<file path="src/rtl/fetch_unit_pkg.sv">
// Shared fetch-stage definitions: the NOP filler word and the fetch FSM state type.
package fetch_unit_pkg;

  localparam logic [31:0] NOP_INSN = 32'h0000_0013;

  typedef enum logic [1:0] {
    IDLE   = 2'd0,
    FILL   = 2'd1,
    STREAM = 2'd2
  } fetch_state_t;

endpackage

</file>
<file path="src/rtl/fetch_unit_skid.sv">
// One-entry skid register: captures the in-flight memory response while the
// decoder is not accepting, and selects it ahead of the live response.
module fetch_skid
  import fetch_unit_pkg::*;
(
  input  logic        clk,
  input  logic        reset,
  input  logic        load_i,
  input  logic        clear_i,
  input  logic [31:0] rsp_insn_i,
  input  logic [31:0] rsp_pc_i,
  output logic        valid_o,
  output logic [31:0] sel_insn_o,
  output logic [31:0] sel_pc_o
);

  logic        valid_q;
  logic [31:0] insn_q;
  logic [31:0] pc_q;

  // Capture/clear the skid entry; clear wins so a redirect always flushes it.
  always_ff @(posedge clk) begin
    if (reset) begin
      valid_q <= 1'b0;
      insn_q  <= NOP_INSN;
      pc_q    <= 32'h0;
    end else if (clear_i) begin
      valid_q <= 1'b0;
    end else if (load_i) begin
      valid_q <= 1'b1;
      insn_q  <= rsp_insn_i;
      pc_q    <= rsp_pc_i;
    end
  end

  assign valid_o    = valid_q;
  assign sel_insn_o = valid_q ? insn_q : rsp_insn_i;
  assign sel_pc_o   = valid_q ? pc_q   : rsp_pc_i;

endmodule

</file>
<file path="src/rtl/fetch_unit.sv">
// Instruction fetch stage: owns the PC, drives a 1-cycle-latency instruction
// memory, and hands insn/pc/run_out to the decoder with a one-entry skid.
// Optional FETCH_PERF_EN adds fetch_count/stall_count performance counters.
//
// state  | meaning
// IDLE   | after reset, waiting for run
// FILL   | fetch_pc presented to memory, no response outstanding yet
// STREAM | response slot valid every cycle, steady-state fetch
module fetch_unit
  import fetch_unit_pkg::*;
#(
  parameter logic [31:0] RESET_PC = 32'h0000_0000,
  parameter int          IMEM_AW  = 12
) (
  input  logic               clk,
  input  logic               reset,
  input  logic               run,
  input  logic               stall,
  input  logic               redirect_en,
  input  logic [31:0]        redirect_pc,
  output logic [IMEM_AW-1:0] imem_addr,
  input  logic [31:0]        imem_rdata,
  output logic [31:0]        insn,
  output logic [31:0]        pc,
  output logic               run_out
`ifdef FETCH_PERF_EN
  ,
  output logic [31:0]        fetch_count,
  output logic [31:0]        stall_count
`endif
);

  fetch_state_t state_q, state_d;
  logic [31:0]  fetch_pc_q, fetch_pc_d;
  logic         rsp_v_q, rsp_v_d;
  logic [31:0]  rsp_pc_q, rsp_pc_d;
  logic         skid_load, skid_clear, skid_v;
  logic [31:0]  sel_insn, sel_pc;
  logic         advance;

  assign advance   = run & ~stall;
  assign imem_addr = fetch_pc_q[IMEM_AW+1:2];

  fetch_skid u_skid (
    .clk        (clk),
    .reset      (reset),
    .load_i     (skid_load),
    .clear_i    (skid_clear),
    .rsp_insn_i (imem_rdata),
    .rsp_pc_i   (rsp_pc_q),
    .valid_o    (skid_v),
    .sel_insn_o (sel_insn),
    .sel_pc_o   (sel_pc)
  );

  // State, PC and response-slot registers.
  always_ff @(posedge clk) begin
    if (reset) begin
      state_q    <= IDLE;
      fetch_pc_q <= RESET_PC;
      rsp_v_q    <= 1'b0;
      rsp_pc_q   <= 32'h0;
    end else begin
      state_q    <= state_d;
      fetch_pc_q <= fetch_pc_d;
      rsp_v_q    <= rsp_v_d;
      rsp_pc_q   <= rsp_pc_d;
    end
  end

  // Next-state logic; a redirect overrides stall, run=0 and a full skid.
  always_comb begin
    state_d    = state_q;
    fetch_pc_d = fetch_pc_q;
    rsp_v_d    = rsp_v_q;
    rsp_pc_d   = rsp_pc_q;
    skid_load  = 1'b0;
    skid_clear = 1'b0;
    if (redirect_en) begin
      fetch_pc_d = redirect_pc & 32'hFFFF_FFFC;
      rsp_v_d    = 1'b0;
      skid_clear = 1'b1;
      state_d    = FILL;
    end else begin
      case (state_q)
        IDLE: begin
          if (run) state_d = FILL;
        end
        FILL: begin
          rsp_v_d    = 1'b1;
          rsp_pc_d   = fetch_pc_q;
          fetch_pc_d = fetch_pc_q + 32'd4;
          state_d    = STREAM;
        end
        STREAM: begin
          if (advance) begin
            skid_clear = 1'b1;
            rsp_v_d    = 1'b1;
            rsp_pc_d   = fetch_pc_q;
            fetch_pc_d = fetch_pc_q + 32'd4;
          end else begin
            // Memory re-reads fetch_pc, so the slot tracks it; the word now
            // on imem_rdata is parked in the skid if it is not already full.
            skid_load = rsp_v_q & ~skid_v;
            rsp_pc_d  = fetch_pc_q;
          end
        end
        default: state_d = IDLE;
      endcase
    end
  end

  assign run_out = (state_q == STREAM) & run & (skid_v | rsp_v_q);
  assign insn    = run_out ? sel_insn : NOP_INSN;
  assign pc      = run_out ? sel_pc   : 32'h0;

`ifdef FETCH_PERF_EN
  logic [31:0] fetch_cnt_q, stall_cnt_q;

  // Count accepted and stalled valid cycles; both wrap naturally.
  always_ff @(posedge clk) begin
    if (reset) begin
      fetch_cnt_q <= 32'h0;
      stall_cnt_q <= 32'h0;
    end else if (run_out) begin
      if (stall) stall_cnt_q <= stall_cnt_q + 32'd1;
      else       fetch_cnt_q <= fetch_cnt_q + 32'd1;
    end
  end

  assign fetch_count = fetch_cnt_q;
  assign stall_count = stall_cnt_q;
`endif

endmodule

</file>
<file path="config.mk">
export PLATFORM = sky130hd
export DESIGN_NAME = fetch_unit
export DESIGN_NICKNAME = d
export VERILOG_FILES = /design/src/rtl/fetch_unit_pkg.sv /design/src/rtl/fetch_unit_skid.sv /design/src/rtl/fetch_unit.sv
export SDC_FILE = /design/constraint.sdc
export NUM_CORES = 1
export LEC_CHECK = 0
export CORE_MARGIN = 2
export CORE_UTILIZATION = 40
export CTS_CLUSTER_SIZE = 20
export DETAILED_ROUTE_END_ITERATION = 10
export HOLD_SLACK_MARGIN = 0.02
export PLACE_DENSITY = 0.71
export SLEW_MARGIN = 10
export SYNTH_ARGS = -nofsm -noshare
export SYNTH_HDL_FRONTEND = slang
export SYNTH_HIERARCHICAL = 1
export SYNTH_SLANG_ARGS = --single-unit
</file>
<file path="constraint.sdc">
create_clock -name clk -period 2.9 [get_ports clk]
set_input_delay 0.725 -clock clk [delete_from_list [all_inputs] [get_ports clk]]
set_output_delay 0.725 -clock clk [all_outputs]
set_load 0.01 [all_outputs]
</file>
# Word level (Yosys, flattened, before mapping)
# Cells that the tools add are included.
# totals
reg_bits	132
output_inout_bits	77
word_cells	57
# classes
addsub	1
eq_ne	7
mux	18
bitwise_logic	10
n_reduce_logical	12
# ops
op	n
32-bit 2-to-1 mux	6
32-bit one-hot mux with 2 select lines	1
32-bit by 3-bit adder with 32-bit output, second input constant	1
2-bit AND reduction	6
1-bit 2-to-1 mux	8
2-bit inequality test, second input constant	3
3-bit inequality test, second input constant	2
2-bit one-hot mux with 3 select lines	1
2-bit OR reduction	3
1-bit inverter	5
1-bit AND	4
3-bit nonzero test	1
2-bit by 1-bit == test with 1-bit output, second input constant	1
2-bit == test, second input constant	1
2-bit zero test	1
2-bit 2-to-1 mux	1
1-bit one-hot mux with 2 select lines	1
2-bit nonzero test	1
1-bit OR	1

# Longest topological paths before layout
# Gate-level depths: netlist of the first run.
# depth
depth_word	7
ltp_mapped	9
mapped_depth_nobuf	6

# Cells and area by module
# The synthesis of the first run kept the hierarchy.
# by_module_without_submodules
module	instances	cells_per_inst	area_each_um2	seq_area_each_um2
fetch_skid	1	364	4020.1	1301.2
fetch_unit	1	479	3712.3	1261.2

# Worst setup path before layout of the first run
# Ideal clock, no wire load.
# synth_timing
path_kind	input to register
from	in redirect_en
to	reg u_skid.insn_q[10]
setup_time_ps	116
t_arrival_ps	2186
required_time_ps	2784
slack_ps	598
path_stages	9
path_buffers	5
cell_sequence	buf_2 -> clkinv_1 -> buf_2 -> clkbuf_1 -> nand2_1 -> nor2b_4 -> buf_12 -> buf_12 -> o21ai_2
# synth_between
elab_chain_len	3
elab_cells_between_ends	4
classes_between	2 x mux; 1 x bitwise; 1 x reduce/logical
# synth_rtl
item	line	text
start: declaration	fetch_unit.sv:19	input logic redirect_en,
1-bit 2-to-1 mux	fetch_unit.sv:79	if (redirect_en) begin
net skid_clear	fetch_unit.sv:37	logic skid_load, skid_clear, skid_v;
1-bit inverter (no line)	-	
2-bit AND reduction (no line)	-	
end signal: assignment	fetch_unit_skid.sv:31	insn_q <= rsp_insn_i;
end: declaration	fetch_unit_skid.sv:18	logic [31:0] insn_q;
# The timed path passes the listed nets, and every way through them passes these cells.
# A chain may end at the register's enable or synchronous reset.

# Final worst setup path of the first run
# layout_timing
from	in run
to	out insn[12]
# layout_between
elab_chain_len	3
# layout_rtl
item	line	text
start: declaration	fetch_unit.sv:17	input logic run,
1-bit AND (2 in series)	fetch_unit.sv:113	assign run_out = (state_q == STREAM) & run & (skid_v | rsp_v_q);
32-bit 2-to-1 mux	fetch_unit.sv:114	assign insn = run_out ? sel_insn : NOP_INSN;
end: declaration	fetch_unit.sv:23	output logic [31:0] insn,
# Every way passes these cells.

==> flow_metrics.env, run 1 <==
export IMPL_period_share_pct=97.2
export IMPL_max_cap_violations=0
export IMPL_rows=50
export IMPL_netlist_instances=843
export IMPL_drive_gt1_share_pct=15.2
export IMPL_fin_nets=1029
export IMPL_antenna_found_initial=0
export IMPL_design_core_area_um2=18800
export IMPL_slew_headroom_pct=47.9
export IMPL_yosysSeqAreaShare_pct=33.1
export IMPL_setup_viol=0
export IMPL_fmaxAchievable_ghz=0.355
export IMPL_die_y_um=143
export IMPL_async_flop_share_pct=0
export IMPL_firstDrtPassIters=5
export IMPL_insertion_delay_ns=0.42
export IMPL_fin_hold_ws_ns=0.470
export IMPL_timing_reg2reg_setup_slack_ns=0.64
export IMPL_wirelength_um=19900
export IMPL_drtAntennaViolNets=0
export IMPL_rr_startpoint="state_q[0]"
export IMPL_grt_usage_pct=19.5
export IMPL_clk_pin_slew_ns=0.05
export IMPL_drc_errors=0
export IMPL_period_needed_ns=2.82
export IMPL_port_buffer_count=143
export IMPL_cts_num_sinks=128
export IMPL_cts_tree="yes"
export IMPL_grt_pass1_vias=6276
export IMPL_rsz0062_at_grt="true"
export IMPL_dpl_cell_count=1195
export IMPL_vdd_drop_max_v=0.000449
export IMPL_gp_congestion=0.860
export IMPL_antenna_cells=0
export IMPL_finClkSkew_ns=0.00579
export IMPL_clockRootBuffer="clkbuf_16"
export IMPL_grt_pass1_wl_um=32000
export IMPL_path_max_fanout=24
export IMPL_syn_area_per_cell_um2=9.17
export IMPL_yosys_warnings=6
export IMPL_worstPathArrival_ns=2.09
export IMPL_start_util_pct=41.1
export IMPL_htreeDepth=4
export IMPL_drt_vias_per_instance=5.28
export IMPL_grt_max_degree=94
export IMPL_syn_area_um2=7730
export IMPL_ys_flop_type="dfxtp_1"
export IMPL_cts_buffers=17
export IMPL_outcome="finished clean"
export IMPL_dieArea_um2=20500
export IMPL_hp_start="u_skid/insn_q[8]"
export IMPL_io_pins=146
export IMPL_place_hpwl_um=13000
export IMPL_route_detailed_wl_per_inst_um=16.2
export IMPL_grt_overflow=0
export IMPL_clockBufferDepth=2
export IMPL_final_instance_count_excl_fill=1228
export IMPL_leakage_nw=4.41
export IMPL_p_total_mw=4.78
export IMPL_synth_ff_latch_count=128
export IMPL_worstSetupPathType="input port to primary output"
export IMPL_worstMarginPinSlew_ns=0.775
export IMPL_worstPathRequired_ns=2.17
export IMPL_num_vias=6487
export IMPL_synth_edf_count=0
export IMPL_endpoint_kind="primary output"
export IMPL_startpoint="run"
export IMPL_power_density_nw_per_um2=471
export IMPL_areaGrowthSynthToFinish_pct=31.3
export IMPL_hp_class="flip-flop to flip-flop"
export IMPL_drtIter0Drc=354
export IMPL_hold_viol=0
export IMPL_start_kind="input port"
export IMPL_yosysUniqueCellTypes=68
export IMPL_drv_slew=0
export IMPL_die_x_um=143
export IMPL_fin_setup_tns_ns=0
final timing paths:
path	endpoint	cells after the start
max	insn[12]	5
max reg2reg	fetch_pc_q[28]	8
min reg2reg	u_skid/insn_q[8]	2
min	u_skid/insn_q[8]	2
synthesized netlist by cell type, drive strengths merged (2+ instances only):
master | n | area share (%)
buf | 45 | 5.1
and3 | 2 | 0.16
nand2 | 80 | 3.9
nand3b | 4 | 0.39
nor2 | 32 | 1.6
nor3b | 2 | 0.19
nor2b | 6 | 0.58
clkbuf | 41 | 2.0
nor4 | 9 | 0.81
mux2i | 4 | 0.52
ha | 4 | 0.65
a311oi | 14 | 1.6
a2111oi | 8 | 1.3
or4 | 6 | 0.66
and4 | 4 | 0.45
xnor2 | 4 | 0.45
a21oi | 37 | 2.4
nand4 | 6 | 0.76
and2 | 63 | 5.1
a221oi | 2 | 0.23
mux2 | 64 | 9.3
o31a | 3 | 0.34
o211ai | 4 | 0.39
nand3 | 9 | 0.58
xor2 | 3 | 0.34
o21ai | 69 | 7.4
dfxtp | 128 | 33
nor3 | 10 | 0.65
nand4bb | 61 | 8.9
o2111ai | 4 | 0.61
or3 | 7 | 0.63
nand2b | 65 | 5.3
inv | 14 | 0.68
a211oi | 10 | 1.0
o31ai | 5 | 0.49
cells in the final DEF (no fill, tap or decap), drive strengths merged, types with 5 or more instances in the layout:
| master | n |
|---|---|
| clkbuf | 19 |
| or4 | 6 |
| nor3 | 10 |
| bufinv | 7 |
| a21oi | 37 |
| nor4 | 9 |
| a311oi | 14 |
| nand4bb | 61 |
| o31ai | 5 |
| a211oi | 10 |
| dlymetal6s2s | 49 |
| inv | 15 |
| and2 | 63 |
| a2111oi | 8 |
| nand2 | 80 |
| dfxtp | 128 |
| nor2 | 32 |
| nor2b | 6 |
| nand2b | 65 |
| or3 | 7 |
| nand4 | 6 |
| o21ai | 69 |
| buf | 36 |
| mux2 | 64 |
| nand3 | 9 |
| clkdlybuf4s50 | 89 |
| clkinv | 5 |
cell families after synthesis:
group           after synthesis  synth area share (%)
other cells                   1                0.0485
flops                       128                  33.1
fa+ha+maj                     4                 0.647
mux                          68                  9.84
compound gates              162                  16.4
xor+xnor                      7                 0.793
simple gates                371                  31.1
buf+inv                     102                  7.99
registers in the layout (all words and copies together), names as in the netlist:
register	cells
rsp_pc_q	30
u_skid/valid_o	1
fetch_pc_q	30
u_skid/pc_q	32
rsp_v_q	1
u_skid/insn_q	32
state_q	2
final cells by class:
| type | count | area (um^2) |
|---|---|---|
| Fill cell | 1723 | 8680 |
| Multi-Input combinational cell | 616 | 4580 |
| Sequential cell | 128 | 2570 |
| Timing Repair Buffer | 178 | 1950 |
| Clock buffer | 19 | 443 |
| Tap cell | 260 | 325 |
| Clock inverter | 12 | 236 |
| Inverter | 15 | 56.3 |
per-layer routing:
layer | GRT usage, % | vias up | routed length [um]
met4 | 5.78 | 0 | 250
met3 | 4.23 | 21 | 982
met1 | 26.4 | 3075 | 9550
met5 | 0 | - | 0
met2 | 31.2 | 176 | 9080
li1 | - | 3215 | -
through the flow:
stage	util (%)	instance area (um^2)	worst slack [ns]
floorplan	-	7740	0.598
global placement	49.4	9290	-0.284
detailed placement	49.4	9290	-0.282
CTS	53.2	10000	0.00585
global route	53.9	10200	-0.000820
finish	53.9	10200	0.0816
worst max-delay path, stage by stage:
cell and delay (ns):
dlygate4sd2_1 0.28, o211a_4 0.22, buf_12 0.17, and2_1 0.14, clkdlybuf4s50_1 0.54
what timing repair did:
item | 4_1_cts | 5_1_grt
endpoints found under the hold margin | 0 | 0
cloned | 1 | 0
pin swaps | 1 | 0
resized for setup | 6 | 51
setup endpoints to repair | 65 | 54
buffers inserted | 1 | 0
hold buffers | 0 | 0
report_power, final:
part	switching, mW	internal, mW
registers	0.0624	1.80
clock network	0.778	1.71
logic	0.194	0.231
(Power assumes the default switching activity.)
==> run 2: changes to the inputs <==
- TNS_END_PERCENT: unset -> 100
==> results of run 2 <==
Same layout as run 1: the final DEF is identical, and so are final timing and power.
==> run 3: changes to the inputs <==
- CAP_MARGIN: unset -> 20
- CORE_UTILIZATION: 40 -> 53
- PLACE_DENSITY: 0.71 -> 0.88
==> run 3 against run 2 <==
  * Sequential power barely moved
  * Die area fell by 24%
  * Utilization up 15 points
  * Via count increased by 4.2%
  * Non-clock buffer count up 5
  * Register-to-register slack got worse by 0.14 ns
  * Power down 7.0%
  * Sequential cell count is the same
  * Maximum frequency shrank 1.4%
  * Hold slack better by 0.0030 ns
  * Combinational power rose by 1%
  * Critical path depth stayed put
  * Critical endpoint is now pc[21]
  * Largest power group unchanged
  * Highest routed layer unchanged
==> flow_metrics.env, run 3 (synthesized netlist as in run 1, its figures left out) <==
export IMPL_areaGrowthSynthToFinish_pct=28.7
export IMPL_firstDrtPassIters=5
export IMPL_path_depth=5
export IMPL_cts_tree="yes"
export IMPL_leakage_nw=3.97
export IMPL_vdd_drop_max_v=0.000392
export IMPL_top_layer="met4"
export IMPL_layout_common_cells="dfxtp_1, clkdlybuf4s50_1, nand2_1"
export IMPL_worstMarginPinSlew_ns=0.735
export IMPL_route_detailed_wl_per_inst_um=17.1
export IMPL_mostFrequentLayoutCell="dfxtp_1"
export IMPL_num_vias=6762
export IMPL_critPathBufInv=3
export IMPL_cp_cell_sequence="clkdlybuf4s15_1 > o211a_4 > clkbuf_16 > and2_1 > clkdlybuf4s50_1"
export IMPL_drv_slew=0
export IMPL_biggestRegsByFlops="u_skid/insn_q x32, u_skid/pc_q x32"
export IMPL_clockRootBuffer="clkbuf_16"
export IMPL_drtAntennaViolNets=0
export IMPL_port_buffer_count=143
export IMPL_cts_num_sinks=128
export IMPL_antenna_found_initial=0
export IMPL_fin_nets=1034
export IMPL_wirelength_um=19800
export IMPL_route_met2_wl_um=9440
export IMPL_wl_met3_um=1260
export IMPL_timing_reg2reg_setup_slack_ns=0.50
export IMPL_grt_pass1_wl_um=31900
export IMPL_place_hpwl_um=12600
export IMPL_clockBufferDepth=2
export IMPL_cpPeakStageDelay_ns=0.53
export IMPL_worstPathRequired_ns=2.17
export IMPL_setup_viol=0
export IMPL_r2r_end="fetch_pc_q[31]"
export IMPL_clk_pin_slew_ns=0.05
export IMPL_drt_vias_per_instance=5.84
export IMPL_power_density_nw_per_um2=447
export IMPL_hold_viol=0
export IMPL_grt_overflow=0
export IMPL_m1WireLength_um=8680
export IMPL_fin_hold_ws_ns=0.473
export IMPL_worstSetupPathType="input port to primary output"
export IMPL_gp_congestion=0.816
export IMPL_grt_max_degree=63
export IMPL_finClkSkew_ns=0.00536
export IMPL_fmaxAchievable_ghz=0.350
export IMPL_grt_usage_pct=24.7
export IMPL_fin_util_pct=69.3
export IMPL_htreeDepth=4
export IMPL_fin_setup_tns_ns=0
export IMPL_drive_gt1_share_pct=15.9
export IMPL_antenna_cells=0
export IMPL_start_util_pct=53.8
export IMPL_critical_path_top_delay_family="buffers and inverters"
export IMPL_dieArea_um2=15600
export IMPL_outcome="finished clean"
export IMPL_drtIter0Drc=511
export IMPL_grt_pass1_vias=6432
export IMPL_period_needed_ns=2.86
export IMPL_hold_depth=2
export IMPL_cts_buffers=17
export IMPL_path_max_fanout=12
export IMPL_reg2regPathDepth=4
export IMPL_drc_errors=0
export IMPL_die_x_um=125
export IMPL_max_cap_violations=0
export IMPL_io_pins=146
export IMPL_hp_class="flip-flop to flip-flop"
export IMPL_hp_start="u_skid/insn_q[26]"
export IMPL_insertion_delay_ns=0.42
export IMPL_start_kind="input port"
export IMPL_min_to="u_skid/insn_q[26]"
export IMPL_rows=44
export IMPL_slew_headroom_pct=50.6
export IMPL_rr_startpoint="fetch_pc_q[11]"
export IMPL_die_y_um=125
export IMPL_endpoint_kind="primary output"
export IMPL_period_share_pct=98.6
export IMPL_worstPathArrival_ns=2.13
export IMPL_crit_slowest_cell="clkdlybuf4s50_1"
export IMPL_design_core_area_um2=14400
## run 3: cell count changes in the layout (fill, tap and decap cells not counted), sizes merged, moves of 3 or more
cell,before,now
buf,36,40
bufinv,7,3
clkdlybuf4s50,89,115
clkinv,5,8
clkinvlp,0,4
dlygate4sd2,4,0
dlymetal6s2s,49,26
## run 3: routing by layer
layer | global-route usage, % | vias to the layer above
met3 | 4.47 | 40
li1 | - | 3260
met1 | 32.2 | 3185
met4 | 11.0 | 0
met2 | 40.1 | 277
met5 | 0 | -
## run 3: worst max-delay path by stage
stage / start / to / slack (ns)
floorplan: redirect_en / u_skid/insn_q[10] / 0.60
detailed placement: run / insn[2] / -0.26
global placement: run / insn[2] / -0.25
finish: run / pc[21] / 0.04
CTS: state_q[0] / insn[2] / 0.004
global route: state_q[0] / pc[21] / -0.01
## run 3: through the flow
step	total power, mW	std cells	cell area [um^2]	setup slack (ns)
finish	4.44	1158	9950	0.0408
global route	4.58	1158	9950	-0.0109
CTS	4.46	1153	9830	0.00431
detailed placement	2.32	1119	9170	-0.263
global placement	2.31	1119	9170	-0.254
floorplan	2.14	846	7740	0.598
## run 3: cell type report
cell class	instances	area [um^2]
clock buffer	17	425
clock inverter	15	169
fill	1079	4410
inverter	15	56.3
multi-input combinational	616	4590
sequential	128	2570
tap	184	230
timing repair buffer	183	1920
## run 3: timing repair
| action | CTS | global route |
|---|---|---|
| setup buffers | 1 | 4 |
| endpoints found under the setup margin | 65 | 56 |
| cloned | 1 | 1 |
| hold endpoints to repair | 0 | 0 |
| gates resized for setup | 7 | 28 |
| hold buffers | 0 | 0 |
## run 3: report_power, final
group	internal (mW)	switching, mW
clock	1.34	0.806
combinational	0.230	0.199
sequential	1.80	0.0630
## run 3: worst register-to-register path: stages (launching register included)
cell,delay (ns)
dfxtp_1,0.48
nand4_2,0.39
nor4_2,0.79
a311oi_1,0.20
a2111oi_0,0.41
